**src/rtl/float16_pkg.sv**
```systemverilog
// Shared half-precision constants and the sequencer state encoding used by
// the FP16 divide (and multiply) units.
package float16_pkg;

    localparam int FP16_BIAS = 15;
    localparam int EXP_W     = 5;
    localparam int MANT_W    = 10;
    localparam int EXP_MAX   = 30;

    // Magnitude patterns; the sign bit is prepended by the user.
    localparam logic [14:0] FP16_INF_MAG     = 15'h7C00;
    localparam logic [14:0] FP16_MAXNORM_MAG = 15'h7BFF;

    typedef enum logic [1:0] {
        ST_IDLE,
        ST_DIV,
        ST_NORM,
        ST_DONE
    } fp_seq_state_e;

    function automatic logic fp16_is_zero(input logic [15:0] f);
        return f[14:0] == 15'h0000;
    endfunction

endpackage

```
**src/rtl/float_div_seq.sv**
```systemverilog
// Sequential FP16 divider: one restoring quotient bit per DIV cycle, then a
// single normalise/pack cycle. Truncating, no denormals, fixed latency.
//
// state   | meaning
// IDLE    | waiting for start; operands captured on the accepting edge
// DIV     | one restoring-division step per cycle, ITER_BITS cycles
// NORM    | normalise, apply special cases, register the result
// DONE    | done pulse; quotient valid
module float_div_seq
    import float16_pkg::*;
#(
    parameter int ITER_BITS = 12
) (
    input  logic        clk,
    input  logic        rst,
    input  logic        start,
    input  logic [15:0] floatA,
    input  logic [15:0] floatB,
    output logic [15:0] quotient,
    output logic        busy,
    output logic        done
);

    localparam int FRAC_W = MANT_W + 1;
    localparam int REM_W  = FRAC_W + 1;
    localparam int SEXP_W = EXP_W + 2;
    localparam int CNT_W  = $clog2(ITER_BITS + 1);

    localparam logic signed [SEXP_W-1:0] BIAS_S    = SEXP_W'(FP16_BIAS);
    localparam logic signed [SEXP_W-1:0] EXP_MAX_S = SEXP_W'(EXP_MAX);

    fp_seq_state_e r_state, w_next;

    logic [CNT_W-1:0]         r_cnt;
    logic [REM_W-1:0]         r_rem;
    logic [ITER_BITS-1:0]     r_q;
    logic [FRAC_W-1:0]        r_frac_b;
    logic signed [SEXP_W-1:0] r_exp;
    logic                     r_sign;
    logic                     r_a_zero;
    logic                     r_b_zero;
    logic [15:0]              r_quot;

    logic                     w_accept;
    logic                     w_busy;
    logic                     w_done;
    logic [REM_W:0]           w_sub;
    logic                     w_qbit;
    logic [REM_W-1:0]         w_rem_sel;
    logic signed [SEXP_W-1:0] w_exp_raw;
    logic signed [SEXP_W-1:0] w_exp_n;
    logic [MANT_W-1:0]        w_mant;
    logic [15:0]              w_result;

    always_ff @(posedge clk) begin
        if (rst) begin
            r_state <= ST_IDLE;
        end else begin
            r_state <= w_next;
        end
    end

    always_comb begin
        w_next = r_state;
        w_busy = 1'b1;
        w_done = 1'b0;
        unique case (r_state)
            ST_IDLE: begin
                w_busy = 1'b0;
                if (start) w_next = ST_DIV;
            end
            ST_DIV:  if (r_cnt == '0) w_next = ST_NORM;
            ST_NORM: w_next = ST_DONE;
            ST_DONE: begin
                w_done = 1'b1;
                w_next = ST_IDLE;
            end
            default: w_next = ST_IDLE;
        endcase
    end

    assign w_accept = (r_state == ST_IDLE) && start;

    // The single subtractor: its borrow is the compare, its difference the new remainder.
    assign w_sub     = {1'b0, r_rem} - {2'b00, r_frac_b};
    assign w_qbit    = ~w_sub[REM_W];
    assign w_rem_sel = w_qbit ? w_sub[REM_W-1:0] : r_rem;

    assign w_exp_raw = $signed({2'b00, floatA[14 -: EXP_W]})
                     - $signed({2'b00, floatB[14 -: EXP_W]}) + BIAS_S;

    always_comb begin
        w_mant  = r_q[ITER_BITS-3 -: MANT_W];
        w_exp_n = r_exp - SEXP_W'(1);
        if (r_q[ITER_BITS-1]) begin
            w_mant  = r_q[ITER_BITS-2 -: MANT_W];
            w_exp_n = r_exp;
        end
        if (r_a_zero) begin
            w_result = 16'h0000;
        end else if (r_b_zero) begin
            w_result = {r_sign, FP16_INF_MAG};
        end else if (w_exp_n[SEXP_W-1]) begin
            w_result = 16'h0000;
        end else if (w_exp_n > EXP_MAX_S) begin
            w_result = {r_sign, FP16_MAXNORM_MAG};
        end else begin
            w_result = {r_sign, w_exp_n[EXP_W-1:0], w_mant};
        end
    end

    always_ff @(posedge clk) begin
        if (rst) begin
            r_cnt    <= '0;
            r_rem    <= '0;
            r_q      <= '0;
            r_frac_b <= '0;
            r_exp    <= '0;
            r_sign   <= 1'b0;
            r_a_zero <= 1'b0;
            r_b_zero <= 1'b0;
            r_quot   <= 16'h0000;
        end else if (w_accept) begin
            r_cnt    <= CNT_W'(ITER_BITS - 1);
            r_rem    <= {1'b0, 1'b1, floatA[MANT_W-1:0]};
            r_q      <= '0;
            r_frac_b <= {1'b1, floatB[MANT_W-1:0]};
            r_exp    <= w_exp_raw;
            r_sign   <= floatA[15] ^ floatB[15];
            r_a_zero <= fp16_is_zero(floatA);
            r_b_zero <= fp16_is_zero(floatB);
        end else if (r_state == ST_DIV) begin
            // The kept remainder is always below the divisor, so its MSB is free to shift out.
            r_rem <= {w_rem_sel[REM_W-2:0], 1'b0};
            r_q   <= {r_q[ITER_BITS-2:0], w_qbit};
            if (r_cnt != '0) r_cnt <= r_cnt - 1'b1;
        end else if (r_state == ST_NORM) begin
            r_quot <= w_result;
        end
    end

    assign quotient = r_quot;
    assign busy     = w_busy;
    assign done     = w_done;

endmodule

```
**config.mk**
```make
export PLATFORM = sky130hd
export DESIGN_NAME = float_div_seq
export DESIGN_NICKNAME = d
export VERILOG_FILES = /design/src/rtl/float16_pkg.sv /design/src/rtl/float_div_seq.sv
export SDC_FILE = /design/constraint.sdc
export NUM_CORES = 1
export LEC_CHECK = 0
export BUFFER_PORTS_ARGS = -buffer_cell sky130_fd_sc_hd__buf_4
export CAP_MARGIN = 40
export CORE_ASPECT_RATIO = 0.75
export CORE_UTILIZATION = 39
export DETAILED_ROUTE_END_ITERATION = 6
export PLACE_DENSITY = 0.6
export SETUP_SLACK_MARGIN = 0.4
export SLEW_MARGIN = 40
export SYNTH_ARGS = -nofsm -noshare
export SYNTH_HDL_FRONTEND = slang
export SYNTH_SLANG_ARGS = --single-unit
```
**constraint.sdc**
```tcl
create_clock -name clk -period 2.8 [get_ports clk]
set_clock_uncertainty 0.15 [all_clocks]
set_input_delay 0.28 -clock clk [delete_from_list [all_inputs] [get_ports clk]]
set_output_delay 0.28 -clock clk [all_outputs]
set_load 0.02 [all_outputs]
```
* Word level (Yosys, flattened, before mapping)
Cells that the tools add are included.
** Storage, ports and cells
- Output and inout port bits :: 18
- Register bits :: 67
- Logic and storage cells :: 57
- Input port bits :: 35
** Cells by class
- Reduce and logical (&&, ||, !) cells :: 13
- Bitwise gates (word level) :: 4
- $add $sub $neg :: 5
- Muxes and demuxes :: 17
- Equality and inequality tests :: 5
- $lt $le $gt $ge :: 1
** Operators by type and width (number)
- 2-to-1 mux 16 bit :: 3
- 2-to-1 mux 11 bit :: 3
- logical NOT 15 bit :: 2
- 2-to-1 mux 15 bit :: 1
- subtractor 12 x 11 -> 13 bit :: 1
- 2-to-1 mux 4 bit :: 3
- 2-to-1 mux 10 bit :: 1
- one-hot mux 2 bit (4 select lines) :: 1
- adder 6 x 5 -> 7 bit (second input constant) :: 1
- greater-than comparator 7 x 6 -> 1 bit (second input constant) :: 1
- 2-to-1 mux 7 bit :: 1
- subtractor 7 x 2 -> 7 bit (second input constant) :: 1
- AND reduction 2 bit :: 3
- subtractor 5 x 5 -> 6 bit :: 1
- equality test 2 bit (second input constant) :: 2
- logical NOT 4 bit :: 1
- 2-to-1 mux 2 bit :: 2
- inequality test 2 bit (second input constant) :: 2
- nonzero test 2 bit :: 2
- nonzero test 4 bit :: 1
- subtractor 4 x 1 -> 4 bit (second input constant) :: 1
- inverter 1 bit :: 3
- AND reduction 3 bit :: 1
- equality test 2 x 1 -> 1 bit (second input constant) :: 1
- other kinds (5) :: 6

* Logic depth before layout (Yosys ltp)
- Word-level depth :: 7
- Depth in mapped cells :: 10
- Mapped depth without buffers :: 10

* Worst setup path after synthesis
OpenSTA, ideal clock, no wires.
- Path kind :: reg-to-reg
- From :: register r_exp[0]
- To :: register r_quot[0] (netlist: quotient[0])
- Data arrival time :: 2.311 ns
- Library setup time :: 0.122 ns
- Data required time :: 2.528 ns
- Cell stages (with the launch flop) :: 11
- Path buffers :: 2
- Clock period less this slack :: 2.583 ns
- Setup slack :: 0.217 ns
- Path through :: dfxtp_1 -> inv_1 -> ha_1 -> or3b_1 -> buf_2 -> or4_4 -> xor2_1 -> and3_4 -> nor2b_4 -> buf_6 -> a221o_1
** On the way
- Longest elaborated chain between the ends :: 7
** RTL lines
- start, declared :: line float_div_seq.sv:38 : logic signed [SEXP_W-1:0] r_exp;
- start signal, assigned :: line float_div_seq.sv:128 : r_exp <= w_exp_raw;
- subtractor 7 x 2 -> 7 bit :: line float_div_seq.sv:94 : w_exp_n = r_exp - SEXP_W'(1);
- 2-to-1 mux 7 bit * :: line float_div_seq.sv:95 : if (r_q[ITER_BITS-1]) begin
- greater-than comparator 7 x 6 -> 1 bit :: line float_div_seq.sv:105 : end else if (w_exp_n > EXP_MAX_S) begin
- 2-to-1 mux 15 bit :: line float_div_seq.sv:105
- 2-to-1 mux 16 bit * :: line float_div_seq.sv:103 : end else if (w_exp_n[SEXP_W-1]) begin
- 2-to-1 mux 16 bit * :: line float_div_seq.sv:101 : end else if (r_b_zero) begin
- 2-to-1 mux 16 bit * :: line float_div_seq.sv:99 : if (r_a_zero) begin
- end signal, assigned :: line float_div_seq.sv:138 : r_quot <= w_result;
- end, declared :: line float_div_seq.sv:42 : logic [15:0] r_quot;
Mark *: on every way between the ends. The rest lies on a longest branch, timed or not.
A chain may end at the register's enable or synchronous reset.

* Worst setup path after layout
- From :: register r_rem[0]
- To :: register r_rem[4]
** On the way
- Longest elaborated chain between the ends :: 4
** RTL lines
- start, declared :: line float_div_seq.sv:35 : logic [REM_W-1:0] r_rem;
- start signal, assigned :: line float_div_seq.sv:125 : r_rem <= {1'b0, 1'b1, floatA[MANT_W-1:0]};
- start signal, assigned :: line float_div_seq.sv:134 : r_rem <= {w_rem_sel[REM_W-2:0], 1'b0};
- subtractor 12 x 11 -> 13 bit :: line float_div_seq.sv:85 : assign w_sub = {1'b0, r_rem} - {2'b00, r_frac_b};
- 2-to-1 mux 11 bit :: line float_div_seq.sv:87 : assign w_rem_sel = w_qbit ? w_sub[REM_W-1:0] : r_rem;
- 2-to-1 mux 11 bit :: line float_div_seq.sv:132 : end else if (r_state == ST_DIV) begin
- 2-to-1 mux 11 bit :: line float_div_seq.sv:123 : end else if (w_accept) begin
No other way between the ends. The select of a mux whose other input is x is not followed.

==> flow_results.org <==
** Yosys
- Of all flip-flops after synthesis, the portion carrying an async set or reset was 0%.
- For this run, the register share of the synthesized area comes to 34.7%.
- Most area-hungry cell type in the Yosys netlist :: sky130_fd_sc_hd__dfxtp_1
- Commonest register cell after synthesis :: sky130_fd_sc_hd__dfxtp_1
- Cell area after technology mapping :: 3870 um2
- Instance count of the mapped netlist :: 455
- By area the synthesized netlist is led by sky130_fd_sc_hd__dfxtp_1 35%, sky130_fd_sc_hd__ha_1 8.1%, sky130_fd_sc_hd__a21oi_1 5.4%, sky130_fd_sc_hd__mux2i_1 5.4%, sky130_fd_sc_hd__nand2_1 4.1%.
- After synthesis the netlist holds a flip-flop and latch count of 67.
- Cell with the most instances after synthesis :: sky130_fd_sc_hd__dfxtp_1
- The synthesized design contains 0 enable-type register cells.
- Number of warnings issued by yosys :: 0
- Dividing the synthesized area by the synthesized cell count gives 8.50 um2.
- Count of distinct cell types in the synthesized netlist :: 59
- Post-synthesis net count :: 517
- The commonest cells after synthesis are 67 x sky130_fd_sc_hd__dfxtp_1, 42 x sky130_fd_sc_hd__a21oi_1, 42 x sky130_fd_sc_hd__nand2_1.
- Area share of the largest cell type after synthesis :: between 30% and 40%

** Power
- Across the VDD grid, the largest voltage drop is 381 uV.
- In this run the power density over the cells is between 1000 and 1500 nW/um2.
- In this run the static leakage power is around 2.1 nW.

** CTS
- After clock tree synthesis, the clock-pin slew on the worst setup and hold paths is 0.06 ns.
- The later pin in the worst-skew pair is clocked with a latency of 0.33 ns.
- The longest clock path from root to sink contains 2 buffers.
- H-tree levels :: 3
- Clock root buffer master :: sky130_fd_sc_hd__clkbuf_16
- Number of buffers inserted during clock tree synthesis :: 9
- CTS tree :: yes
- CTS Sinks :: 67

** Setup path
- Launching element of the worst setup path :: r_rem[0]
- Reg2Reg Setup Slack :: 0.27 ns
- Launching point of the worst reg2reg path :: r_rem[0]
- Path type of the worst setup path :: register to register
- Startpoint type of the worst setup path :: register
- R2R Path End :: r_rem[4]
- Cells on worst reg2reg path :: 12
- Worst setup endpoint :: r_rem[4]
- Highest net fanout along the worst path :: 7
- STA puts the critical path data arrival time at 2.57 ns.
- Crit end category :: register
- STA puts the critical path data required time at 2.84 ns.

** STA
- The clock period could shrink to ~2.5 ns.
- For the pin with the worst max-slew slack, the measured transition is 0.721 ns.
- Finish-stage setup viols :: 0
- Setup slack on the critical path of the routed design comes to 0.269 ns.
- Summed over all failing endpoints, the final setup total negative slack is 0 ns.
- Fmax achieved :: approximately 400 MHz
- RSZ-0062 raised after global routing :: true
- The worst pin sits at a relative slew slack of 51.8%.
- Final cycle utilization of the critical path :: 90.4%
- Pins over their slew limit :: 0
- Final-report hold violation count :: 0

** Global routing
- The initial antenna violation count came to 0.
- Global routing consumed, over all layers together, 21.3% of the routing resources.
- Largest net degree at the start of global routing :: 43
- Number of global-route vias before repair :: about 3.4k
- Global routing finished with a remaining overflow of 0.
- Wire length of the first global-routing pass :: roughly 17000 um

** Place
- Worst Setup Slack post-DPL :: 0.177 ns
- Buffers placed on the I/O ports in this run total 52.
- Detailed placement ended at an HPWL of just under 7000 um.
- Final estimated routing congestion in global placement :: 0.839

** Die
- The floorplan step defined a core boundary enclosing 9660 um2.
- Initial cell density of the core :: 40.0%
- For this design the top-level I/O count stands at 53.
- Chip Height :: 88.2 um
- Area of the die :: 10300 um2
- Overall die width :: 117 um
- In this run the core area contains 31 standard-cell rows.

** Final layout
- The final layout contains between 500 and 600 nets.
- The filler cells instantiated in the layout total slightly below 900.
- Diode insertion count for antenna repair :: 0
- From synthesis to final layout, the design area changed by 31.7%.
- Share of cells above drive strength 1 :: 27.5%

** Routing
- For this run, the detailed router's first-pass iteration total came to 4.
- Via total after detailed routing :: between 3k and 4k
- After detailed routing, the number of vias per cell comes to 5.38.
- DRC :: 0
- The detail route stage leaves a number of antenna-violating nets equal to 0.
- Wire length reported by the detailed router :: 10200 um
- Dividing the detail-routed wire length by the instance count gives 15.4 um.
- Starting DRC count in detailed routing :: 215

** Min path
- Tightest Hold Check Type :: input port to register

** Status
- Result of the run :: completed

** Run
- Max-cap violations in this run came to 0.
## sequential cells by signal, indices dropped and copies added (netlist names)
name and cells:
quotient 16, r_a_zero 1, r_sign 1, r_q 12, r_rem 12, r_cnt 4, r_exp 7, r_b_zero 1
r_frac_b 11, r_state 2
## through the flow
stage | cell area (um2) | hold slack [ns] | util, % | cells | power, W
2_1_floorplan | 3920 | 0.266 | - | 455 | 0.00337
3_3_place_gp | 4430 | 0.295 | 45.9 | 624 | 0.00399
3_5_place_dp | 4430 | 0.299 | 45.9 | 624 | 0.00403
4_1_cts | 5010 | 0.0389 | 51.9 | 662 | 0.00575
5_1_grt | 5090 | 0.0540 | 52.7 | 666 | 0.00638
6_report | 5090 | 0.0407 | 52.7 | 666 | 0.00597
## area by class of cell
class                           instances  area [um2]  share of cell area, %
Clock buffer                            9         225                   4.42
Clock inverter                          7        76.3                   1.50
Inverter                               34         130                   2.55
Multi-Input combinational cell        333        2460                   48.3
Sequential cell                        67        1350                   26.5
Tap cell                              132         165                   3.24
Timing Repair Buffer                   84         687                   13.5
## how the worst min path moves through the flow
stage,start,endpoint,depth (start not counted)
6_report,floatA[0],r_rem[0],3
5_1_grt,floatB[7],r_frac_b[7],3
4_1_cts,floatA[0],r_rem[0],3
3_5_place_dp,r_frac_b[6],r_frac_b[6],2
3_3_place_gp,r_frac_b[8],r_frac_b[8],2
2_1_floorplan,floatB[2],r_frac_b[2],2
## worst max-delay path: stages (launching register included)
cell,delay [ns]
sky130_fd_sc_hd__dfxtp_2,0.32
sky130_fd_sc_hd__inv_2,0.04
sky130_fd_sc_hd__ha_4,0.15
sky130_fd_sc_hd__fa_2,0.38
sky130_fd_sc_hd__nor2b_4,0.16
sky130_fd_sc_hd__o2111ai_4,0.14
sky130_fd_sc_hd__a31oi_4,0.20
sky130_fd_sc_hd__a41o_1,0.23
sky130_fd_sc_hd__buf_4,0.12
sky130_fd_sc_hd__buf_6,0.09
sky130_fd_sc_hd__buf_12,0.12
sky130_fd_sc_hd__mux2i_1,0.19
sky130_fd_sc_hd__o22ai_1,0.09
## cells by family (layout without fill, tap and decap cells)
kind of cell / after synthesis / count (layout) / synth area share [%]
AO/OA/AOI/OAI: 120 / 120 / 20.7
XOR/XNOR: 16 / 16 / 3.62
adder cells (fa/ha/maj): 27 / 27 / 9.13
buffers and inverters: 57 / 134 / 6.02
flip-flops: 67 / 67 / 34.7
multiplexers: 31 / 31 / 8.35
AND/OR/NAND/NOR: 137 / 139 / 17.5
## repair_timing
action	4_1_cts	5_1_grt
hold buffers	0	0
cloned	3	0
pin swaps	5	6
resized for setup	20	14
setup buffers	19	4
setup endpoints to repair	23	27
## cell usage in the layout, fill, tap and decap left out, types with 3 or more instances in the layout
| cell | count |
|---|---|
| sky130_fd_sc_hd__a211o_1 | 3 |
| sky130_fd_sc_hd__a211oi_1 | 4 |
| sky130_fd_sc_hd__a21oi_1 | 41 |
| sky130_fd_sc_hd__a221o_1 | 10 |
| sky130_fd_sc_hd__a31oi_1 | 7 |
| sky130_fd_sc_hd__and2_1 | 3 |
| sky130_fd_sc_hd__buf_4 | 78 |
| sky130_fd_sc_hd__buf_6 | 3 |
| sky130_fd_sc_hd__clkbuf_16 | 9 |
| sky130_fd_sc_hd__dfxtp_1 | 63 |
| sky130_fd_sc_hd__dfxtp_2 | 3 |
| sky130_fd_sc_hd__ha_1 | 20 |
| sky130_fd_sc_hd__ha_2 | 3 |
| sky130_fd_sc_hd__inv_1 | 31 |
| sky130_fd_sc_hd__mux2_2 | 10 |
| sky130_fd_sc_hd__mux2i_1 | 21 |
| sky130_fd_sc_hd__nand2_1 | 41 |
| sky130_fd_sc_hd__nand3_1 | 5 |
| sky130_fd_sc_hd__nand4_1 | 4 |
| sky130_fd_sc_hd__nor2_1 | 38 |
| sky130_fd_sc_hd__nor2b_4 | 3 |
| sky130_fd_sc_hd__nor3_1 | 8 |
| sky130_fd_sc_hd__nor3b_1 | 9 |
| sky130_fd_sc_hd__nor4_1 | 7 |
| sky130_fd_sc_hd__o21a_1 | 6 |
| sky130_fd_sc_hd__o21ai_0 | 11 |
| sky130_fd_sc_hd__o21ai_1 | 3 |
| sky130_fd_sc_hd__o22ai_1 | 6 |
| sky130_fd_sc_hd__o31ai_1 | 3 |
| sky130_fd_sc_hd__or3_1 | 3 |
| sky130_fd_sc_hd__xnor2_1 | 12 |
## where the power goes
part / internal, W / total (W) / switching [W] / leakage (nW)
Sequential: 0.00118 / 0.00136 / 0.000185 / 0.549
Clock: 0.000695 / 0.00115 / 0.000451 / 0.142
Combinational: 0.00172 / 0.00346 / 0.00173 / 1.40
## per-layer routing
metal  vias up  part of all wire, %  GRT usage, %
li1       1792                    -             -
met1      1686                   51          30.2
met2        90                   43          31.4
met3        12                  5.1          6.16
met4         0                  1.1          5.87
met5         -                    0             0
No activity file was read; power rests on OpenSTA's default activity.
